File: src/rtl/btb_pkg.sv
// Shared types and constants for the BTB update path: 2-bit direction
// counter encoding, default index width and the BTB write record.
package btb_pkg;

    localparam int BTB_IDX_W = 4;

    localparam logic [1:0] SNT = 2'd0;
    localparam logic [1:0] WNT = 2'd1;
    localparam logic [1:0] WT  = 2'd2;
    localparam logic [1:0] ST  = 2'd3;

    typedef struct packed {
        logic [BTB_IDX_W-1:0] idx;
        logic [31:0]          target;
    } btb_wr_t;

    // Saturating step of a direction counter toward the resolved outcome.
    function automatic logic [1:0] ctr_next(input logic [1:0] ctr, input logic taken);
        if (taken) begin
            return (ctr == ST) ? ST : ctr + 2'd1;
        end
        return (ctr == SNT) ? SNT : ctr - 2'd1;
    endfunction

endpackage

File: src/rtl/btb_wr_fifo.sv
// Small FIFO of pending BTB target writes; head entry is presented to the BTB.
// Push is refused when full, pop ignored when empty; pointers wrap modulo depth.
module btb_wr_fifo
    import btb_pkg::*;
#(
    parameter int BUF_DEPTH = 2
) (
    input  logic    CLK,
    input  logic    RESET,
    input  logic    push,
    input  btb_wr_t push_data,
    input  logic    pop,
    output btb_wr_t head,
    output logic    full,
    output logic    empty
);

    localparam int PTR_W = (BUF_DEPTH > 1) ? $clog2(BUF_DEPTH) : 1;
    localparam int CNT_W = $clog2(BUF_DEPTH + 1);

    btb_wr_t            mem [BUF_DEPTH];
    logic [PTR_W-1:0]   wr_ptr;
    logic [PTR_W-1:0]   rd_ptr;
    logic [CNT_W-1:0]   count;
    logic               do_push;
    logic               do_pop;

    function automatic logic [PTR_W-1:0] ptr_inc(input logic [PTR_W-1:0] p);
        return (p == PTR_W'(BUF_DEPTH - 1)) ? '0 : p + 1'b1;
    endfunction

    always_comb begin
        full    = (count == CNT_W'(BUF_DEPTH));
        empty   = (count == '0);
        do_push = push && !full;
        do_pop  = pop && !empty;
        head    = mem[rd_ptr];
    end

    always_ff @(posedge CLK) begin
        if (RESET) begin
            wr_ptr <= '0;
            rd_ptr <= '0;
            count  <= '0;
            for (int i = 0; i < BUF_DEPTH; i++) begin
                mem[i] <= '0;
            end
        end else begin
            if (do_push) begin
                mem[wr_ptr] <= push_data;
                wr_ptr      <= ptr_inc(wr_ptr);
            end
            if (do_pop) begin
                rd_ptr <= ptr_inc(rd_ptr);
            end
            case ({do_push, do_pop})
                2'b10:   count <= count + 1'b1;
                2'b01:   count <= count - 1'b1;
                default: count <= count;
            endcase
        end
    end

endmodule

File: src/rtl/btb_update_unit.sv
// Branch resolution / predictor update: direction counters, mispredict flush
// and queued BTB target writes. BTB_UPD_STATS_EN adds branch/mispredict counters.
module btb_update_unit
    import btb_pkg::*;
#(
    parameter int IDX_W     = BTB_IDX_W,
    parameter int BUF_DEPTH = 2
) (
    input  logic             CLK,
    input  logic             RESET,
    input  logic [31:0]      IF_PC_4,
    output logic             IF_Predict_Taken,
    input  logic             EX_Valid,
    output logic             EX_Ready,
    input  logic [31:0]      EX_PC_4,
    input  logic             EX_Taken,
    input  logic [31:0]      EX_Target,
    input  logic             EX_Pred_Taken,
    input  logic [31:0]      EX_Pred_Addr,
    output logic             Flush,
    output logic [31:0]      Redirect_PC,
    output logic             BTB_Wr_Valid,
    input  logic             BTB_Wr_Ready,
    output logic [IDX_W-1:0] BTB_Wr_Idx,
    output logic [31:0]      BTB_Wr_Target
`ifdef BTB_UPD_STATS_EN
    ,
    output logic [31:0]      Branch_Count,
    output logic [31:0]      Mispredict_Count
`endif
);

    localparam int N_ENT = 1 << IDX_W;

    logic [1:0]       ctr [N_ENT];
    logic [IDX_W-1:0] if_idx;
    logic [IDX_W-1:0] ex_idx;
    logic             acc;
    logic             dir_miss;
    logic             tgt_miss;
    logic             mispredict;
    logic             enqueue;
    logic             fifo_full;
    logic             fifo_empty;
    logic             fifo_pop;
    logic             flush_r;
    btb_wr_t          push_ent;
    btb_wr_t          head_ent;
    logic             unused_if_pc;

    always_comb begin
        if_idx       = IF_PC_4[IDX_W+1:2];
        ex_idx       = EX_PC_4[IDX_W+1:2];
        unused_if_pc = ^{IF_PC_4[31:IDX_W+2], IF_PC_4[1:0]};

        IF_Predict_Taken = ctr[if_idx][1];

        // No pop bypass: a full buffer stalls EX even if the BTB drains this cycle.
        EX_Ready   = !fifo_full;
        acc        = EX_Valid && !fifo_full;
        dir_miss   = (EX_Pred_Taken != EX_Taken);
        tgt_miss   = EX_Taken && EX_Pred_Taken && (EX_Pred_Addr != EX_Target);
        mispredict = acc && (dir_miss || tgt_miss);
        enqueue    = acc && EX_Taken && (!EX_Pred_Taken || (EX_Pred_Addr != EX_Target));

        push_ent.idx    = ex_idx;
        push_ent.target = EX_Target;

        fifo_pop      = !fifo_empty && BTB_Wr_Ready;
        BTB_Wr_Valid  = !fifo_empty;
        BTB_Wr_Idx    = head_ent.idx;
        BTB_Wr_Target = head_ent.target;

        // A pulse already registered never escapes into a reset cycle.
        Flush = flush_r && !RESET;
    end

    always_ff @(posedge CLK) begin
        if (RESET) begin
            for (int i = 0; i < N_ENT; i++) begin
                ctr[i] <= WNT;
            end
            flush_r     <= 1'b0;
            Redirect_PC <= '0;
        end else begin
            if (acc) begin
                ctr[ex_idx] <= ctr_next(ctr[ex_idx], EX_Taken);
            end
            flush_r     <= mispredict;
            Redirect_PC <= mispredict ? (EX_Taken ? EX_Target : EX_PC_4) : '0;
        end
    end

`ifdef BTB_UPD_STATS_EN
    always_ff @(posedge CLK) begin
        if (RESET) begin
            Branch_Count     <= '0;
            Mispredict_Count <= '0;
        end else begin
            if (acc) begin
                Branch_Count <= Branch_Count + 32'd1;
            end
            if (mispredict) begin
                Mispredict_Count <= Mispredict_Count + 32'd1;
            end
        end
    end
`endif

    btb_wr_fifo #(
        .BUF_DEPTH (BUF_DEPTH)
    ) u_wr_fifo (
        .CLK       (CLK),
        .RESET     (RESET),
        .push      (enqueue),
        .push_data (push_ent),
        .pop       (fifo_pop),
        .head      (head_ent),
        .full      (fifo_full),
        .empty     (fifo_empty)
    );

endmodule
File: config.mk
export PLATFORM = sky130hd
export DESIGN_NAME = btb_update_unit
export DESIGN_NICKNAME = d
export VERILOG_FILES = /design/src/rtl/btb_pkg.sv /design/src/rtl/btb_wr_fifo.sv /design/src/rtl/btb_update_unit.sv
export SDC_FILE = /design/constraint.sdc
export NUM_CORES = 1
export LEC_CHECK = 0
export CAP_MARGIN = 20
export CORE_MARGIN = 2
export CORE_UTILIZATION = 32
export DETAILED_ROUTE_END_ITERATION = 8
export GPL_TIMING_DRIVEN = 0
export RECOVER_POWER = 100
export SETUP_SLACK_MARGIN = 0.1
export SKIP_CTS_REPAIR_TIMING = 1
export SYNTH_ARGS = -nofsm -noshare
export SYNTH_HDL_FRONTEND = slang
export SYNTH_SLANG_ARGS = --single-unit
File: constraint.sdc
create_clock -name CLK -period 5.54 [get_ports CLK]
set_input_delay 1.385 -clock CLK [delete_from_list [all_inputs] [get_ports CLK]]
set_output_delay 1.385 -clock CLK [all_outputs]
set_load 0.1 [all_outputs]
Word level (Yosys, flattened, before mapping)
Memory sizes are Yosys's and may differ from the RTL's. A register that Yosys moved wholly into a read port is not among the register bits. Cells that the tools add are included.

Register bits after elaboration: 37. Bits in writable memories: 104. Memories kept: 2.

$add $sub $neg: 6. Equal/unequal tests: 6. Mux-type cells: 29. Bitwise logic cells: 1. Reductions and logical operators: 22.

Memory list: u_wr_fifo.mem (words 2, bits a word 36, read ports 1, clocked after Yosys merged registers in 1, wr ports 2, line btb_wr_fifo.sv:21) `btb_wr_t mem [BUF_DEPTH];`; ctr (words 16, bits a word 2, read ports 2, clocked after Yosys merged registers in 0, wr ports 16, line btb_update_unit.sv:35) `logic [1:0] ctr [N_ENT];`.

Operator list (count): 2-to-1 mux 36 bit (1); OR reduction 36 bit (1); 2-to-1 mux 32 bit (1); != test 32 bit (1); 2-to-1 mux 1 bit (18); 2-to-1 mux 2 bit (7); logical AND 1 bit (10); == test 2 bit, second input constant (3); adder 2 x 1 -> 2 bit, second input constant (2); logical NOT 1 bit (4); logical NOT 2 bit (2); 2-to-1 mux 4 bit (1); one-hot mux 2 bit (2 select lines) (1); OR reduction 2 bit (2); subtractor 2 x 1 -> 2 bit, second input constant (2); adder 1 bit, second input constant (2); == test 2 x 1 -> 1 bit, second input constant (1); logical OR 1 bit (2); nonzero test 2 bit (1); != test 1 bit (1); NOT 1 bit (1).

Logic depth before layout (Yosys ltp)
Word-level depth: 11. Mapped depth: 10. Depth with buffers taken out: 8.

Cells and area by module
Synthesis repeated with hierarchy kept, for this count alone.

Cell total of the unflattened synthesis: 567. Area, all modules: 6847.8 µm².

By module, submodules not included: btb_update_unit (times used 1, cells an instance 309, area each 3468.3 µm², seq. area each 1621.6 µm²); btb_wr_fifo (times used 1, cells an instance 258, area each 3379.5 µm², seq. area each 2262.2 µm²).

Worst setup path before layout
OpenSTA, ideal clock, no wires.

Path type: input-to-output. From: input port RESET. To: output port Flush. Arrival time: 3.102 ns. Required time: 4.155 ns. Path slack: 1.053 ns. Cell stages on the path: 3. Path through: clkbuf_1 -> clkbuf_1 -> nor2b_1.

Cells in the longest elaborated chain, start to end: 2.

RTL lines: from (decl) (line btb_update_unit.sv:10) `input logic RESET,`; logical NOT 1 bit (line btb_update_unit.sv:75) `Flush = flush_r && !RESET;`; logical AND 1 bit (line btb_update_unit.sv:75); to (decl) (line btb_update_unit.sv:20) `output logic Flush,`.

No other way between the ends.

Final worst setup path
Ends and elaborated chain as after synthesis.

==> metrics.txt <==
Worst Reg-to-Reg Cells=7; routed length per instance=21.79 um; share of cells above drive strength 1=11.52%; buffer type at the clock tree root=clkbuf_16; Post-Route Skew=0.01067 ns; half-perimeter wire length of the detailed placement result=16.82 mm; clock network power share=29.6%; initial core utilization=32.41%; net switching component of the power=1.570 mW; critical path launch point type=input port; CTS HTree Levels=4; data arrival time of the critical path=3.94 ns; Slew headroom=20.94%; number of max-slew violations in the final report=0; post-synthesis sequential element count=142; die boundary width=152.2 um; dpl cells=1038; grt ovf=0; run status=finished, final reports clean; netlist area before placement=7029 um^2; switching power share of the total=40.92%; reg2reg start=u_wr_fifo.count[0]$_SDFFE_PP0P_; worst hold path startpoint=u_wr_fifo.rd_ptr$_SDFFE_PP0P_; wire length of the first global-routing pass=35.16 mm; DR pass1 iterations=5; antenna-violating nets left=0; power density over cell area=396.7 nW/um^2; clock network latency to the later pin of the worst-skew pair=0.43 ns; total count of hold-check failures in the final report=0; number of distinct library cell variants in the gate-level netlist after synthesis=45; critical path type=input port to output pin; pin count of the biggest net entering global routing=21; worst setup slack after layout=0.2161 ns; cell depth of the worst hold path=2; antenna violations before repair=0; maximum buffer depth of the clock tree=2; layout filler cell count=2018; Syn Area/Cell=12.10 um^2; I/O pins=206; nature of the critical path endpoint=output pin; die outline area=23170 um^2; Overall Global Routing Usage=20.17%; Min-Delay Path Class=flip-flop to flip-flop; vias in the first global route=5829; area share of the largest cell type after synthesis=44.43%; number of violations of the max-capacitance limit=0; cell accounting for the most synthesized area=edfxtp_1; required time of the critical path=4.16 ns; area growth from synthesis to layout=37.54%; leading cell types by total area after synthesis=edfxtp_1 44%, dfxtp_1 11%, mux2_2 5.8%; count of standard-cell rows=54; fmax=0.1878 GHz; setup repair after global routing missed its margin=false; clock tree from TritonCTS=built; post-place instance area=9209 um^2; GPL Wtd Cong=0.8331; pre-CTS setup slack=-0.008811 ns; EDFF count, synth=104; DRT iter0 DRCs=429; sequential fraction of design power=32.6%; number of standard cells after synthesis=581; crit share post-route=96.10%; most numerous cell types in the synthesized netlist=104 x edfxtp_1, 65 x nand2_1, 43 x nor3_1; final net count=913; actual slew at the worst max-slew pin=1.173 ns; static leakage power=3.331 nW; y dimension of the die=152.2 um; minimum clock period=5.324 ns; clock transition at the register clock pins on the worst setup and hold paths after CTS=0.06 ns; crit path max fanout=10; combinational group share of total power=37.7%; count leader, synth=edfxtp_1; dominant register cell in the synthesized netlist=edfxtp_1; total core area=21690 um^2; launch point of the critical path=RESET; internal power=2.266 mW; Layout Cells excl Fill=1070; Synth Net Count=717; Avg Vias per Cell=5.261; # setup viols final=0; sequential fraction of the synthesis area=55.25%; FFs w/ async S/R, synth=0%; TritonCTS Buffers=17; Diodes inserted=0; peak ir drop on the vdd network=218.0 uV; CTS sink count=142; Yosys Warn Count=0; input/output buffers=175; reg-to-reg critical path endpoint=u_wr_fifo.mem[1][1]$_SDFFCE_PN0P_; DR DRC count=0; register-to-register setup slack=1.94 ns; routed wire length=23.32 mm; post-route cell area=9668 um^2; Vias=5629
routing by layer:
metal  share of wire [%]  global-route usage [%]
met5                   0                       0
met4                 1.9                   5.964
met3                 7.3                   5.091
met2                  47                   33.03
met1                  44                   26.52
per-stage QoR:
step,hold slack (ns),utilization [%],TNS [ns],power [mW]
floorplan,0.4667,-,0,2.334
global placement,0.4926,42.10,-65.24,2.765
finish,0.5087,44.58,0,3.835
global route,0.5221,44.58,0,3.954
detailed placement,0.4990,42.46,-0.008811,2.780
CTS,0.5095,45.08,-0.01825,3.903
cell type report:
type / count / area [um^2] / share of cell area (%)
repair buffers: 177 / 1755 / 18.16
clock inverters: 12 / 121.4 / 1.255
well taps: 280 / 350.3 / 3.624
multi-input cells: 383 / 2883 / 29.82
clock buffers: 20 / 446.7 / 4.620
flip-flops and latches: 142 / 3884 / 40.17
plain buffers: 52 / 212.7 / 2.200
inverters: 4 / 15.01 / 0.1553
sequential cells by signal (all words and copies together), names as in the netlist, named ones only:
| register | cells |
|---|---|
| u_wr_fifo.wr_ptr | 1 |
| u_wr_fifo.rd_ptr | 1 |
| u_wr_fifo.count | 2 |
| Redirect_PC | 32 |
| ctr | 32 |
| flush_r | 1 |
| u_wr_fifo.mem | 72 |
worst max-delay path by stage:
stage | cells past startpoint | to | slack (ns)
final | 5 | Flush | 0.22
after global routing | 5 | Flush | 0.09
after CTS | 4 | IF_Predict_Taken | -0.02
after detailed placement | 4 | IF_Predict_Taken | -0.009
after global placement | 7 | u_wr_fifo.mem[1][19]$_SDFFCE_PN0P_ | -0.95
after floorplan | 3 | Flush | 1.05
cell families (layout without fill, tap and decap cells):
| logic type | after synthesis | count (layout) | share of synthesized area, % |
|---|---|---|---|
| simple gates | 214 | 214 | 16.70 |
| flops | 142 | 142 | 55.25 |
| mux | 81 | 81 | 14.49 |
| buf+inv | 56 | 265 | 3.613 |
| compound gates | 49 | 49 | 4.842 |
| xor+xnor | 35 | 35 | 4.361 |
| fa+ha+maj | 4 | 4 | 0.7476 |
worst max-delay path: stages:
cell and delay, ns:
dlygate4sd3_1 0.55, clkbuf_1 0.25, clkbuf_1 0.33, nor2b_1 0.17, dlygate4sd3_1 1.23
power by group through the flow:
stage	Sequential, mW	Clock (mW)	Combinational (mW)
2_1_floorplan	1.38	0	0.958
3_3_place_gp	1.28	0	1.49
3_5_place_dp	1.28	0	1.50
4_1_cts	1.25	1.14	1.51
5_1_grt	1.26	1.19	1.50
6_report	1.25	1.14	1.45
layout by cell type, fill, tap and decap left out, types with 4 or more instances in the layout:
master | synthesis | layout
a211oi_1 | 32 | 32
clkbuf_1 | 33 | 49
clkbuf_16 | 0 | 17
clkdlybuf4s50_1 | 0 | 102
clkinv_2 | 0 | 4
dfxtp_1 | 38 | 38
dlygate4sd3_1 | 0 | 72
edfxtp_1 | 104 | 104
mux2_2 | 36 | 36
mux2i_1 | 32 | 32
mux4_2 | 13 | 13
nand2_1 | 65 | 65
nand2b_1 | 5 | 5
nand3_1 | 12 | 12
nand4_1 | 12 | 12
nor2_1 | 18 | 18
nor2b_1 | 4 | 4
nor3_1 | 43 | 44
nor4_1 | 4 | 4
nor4b_1 | 36 | 36
o21ai_0 | 8 | 9
xnor2_1 | 34 | 34
Power figures use the tool's default switching activity.
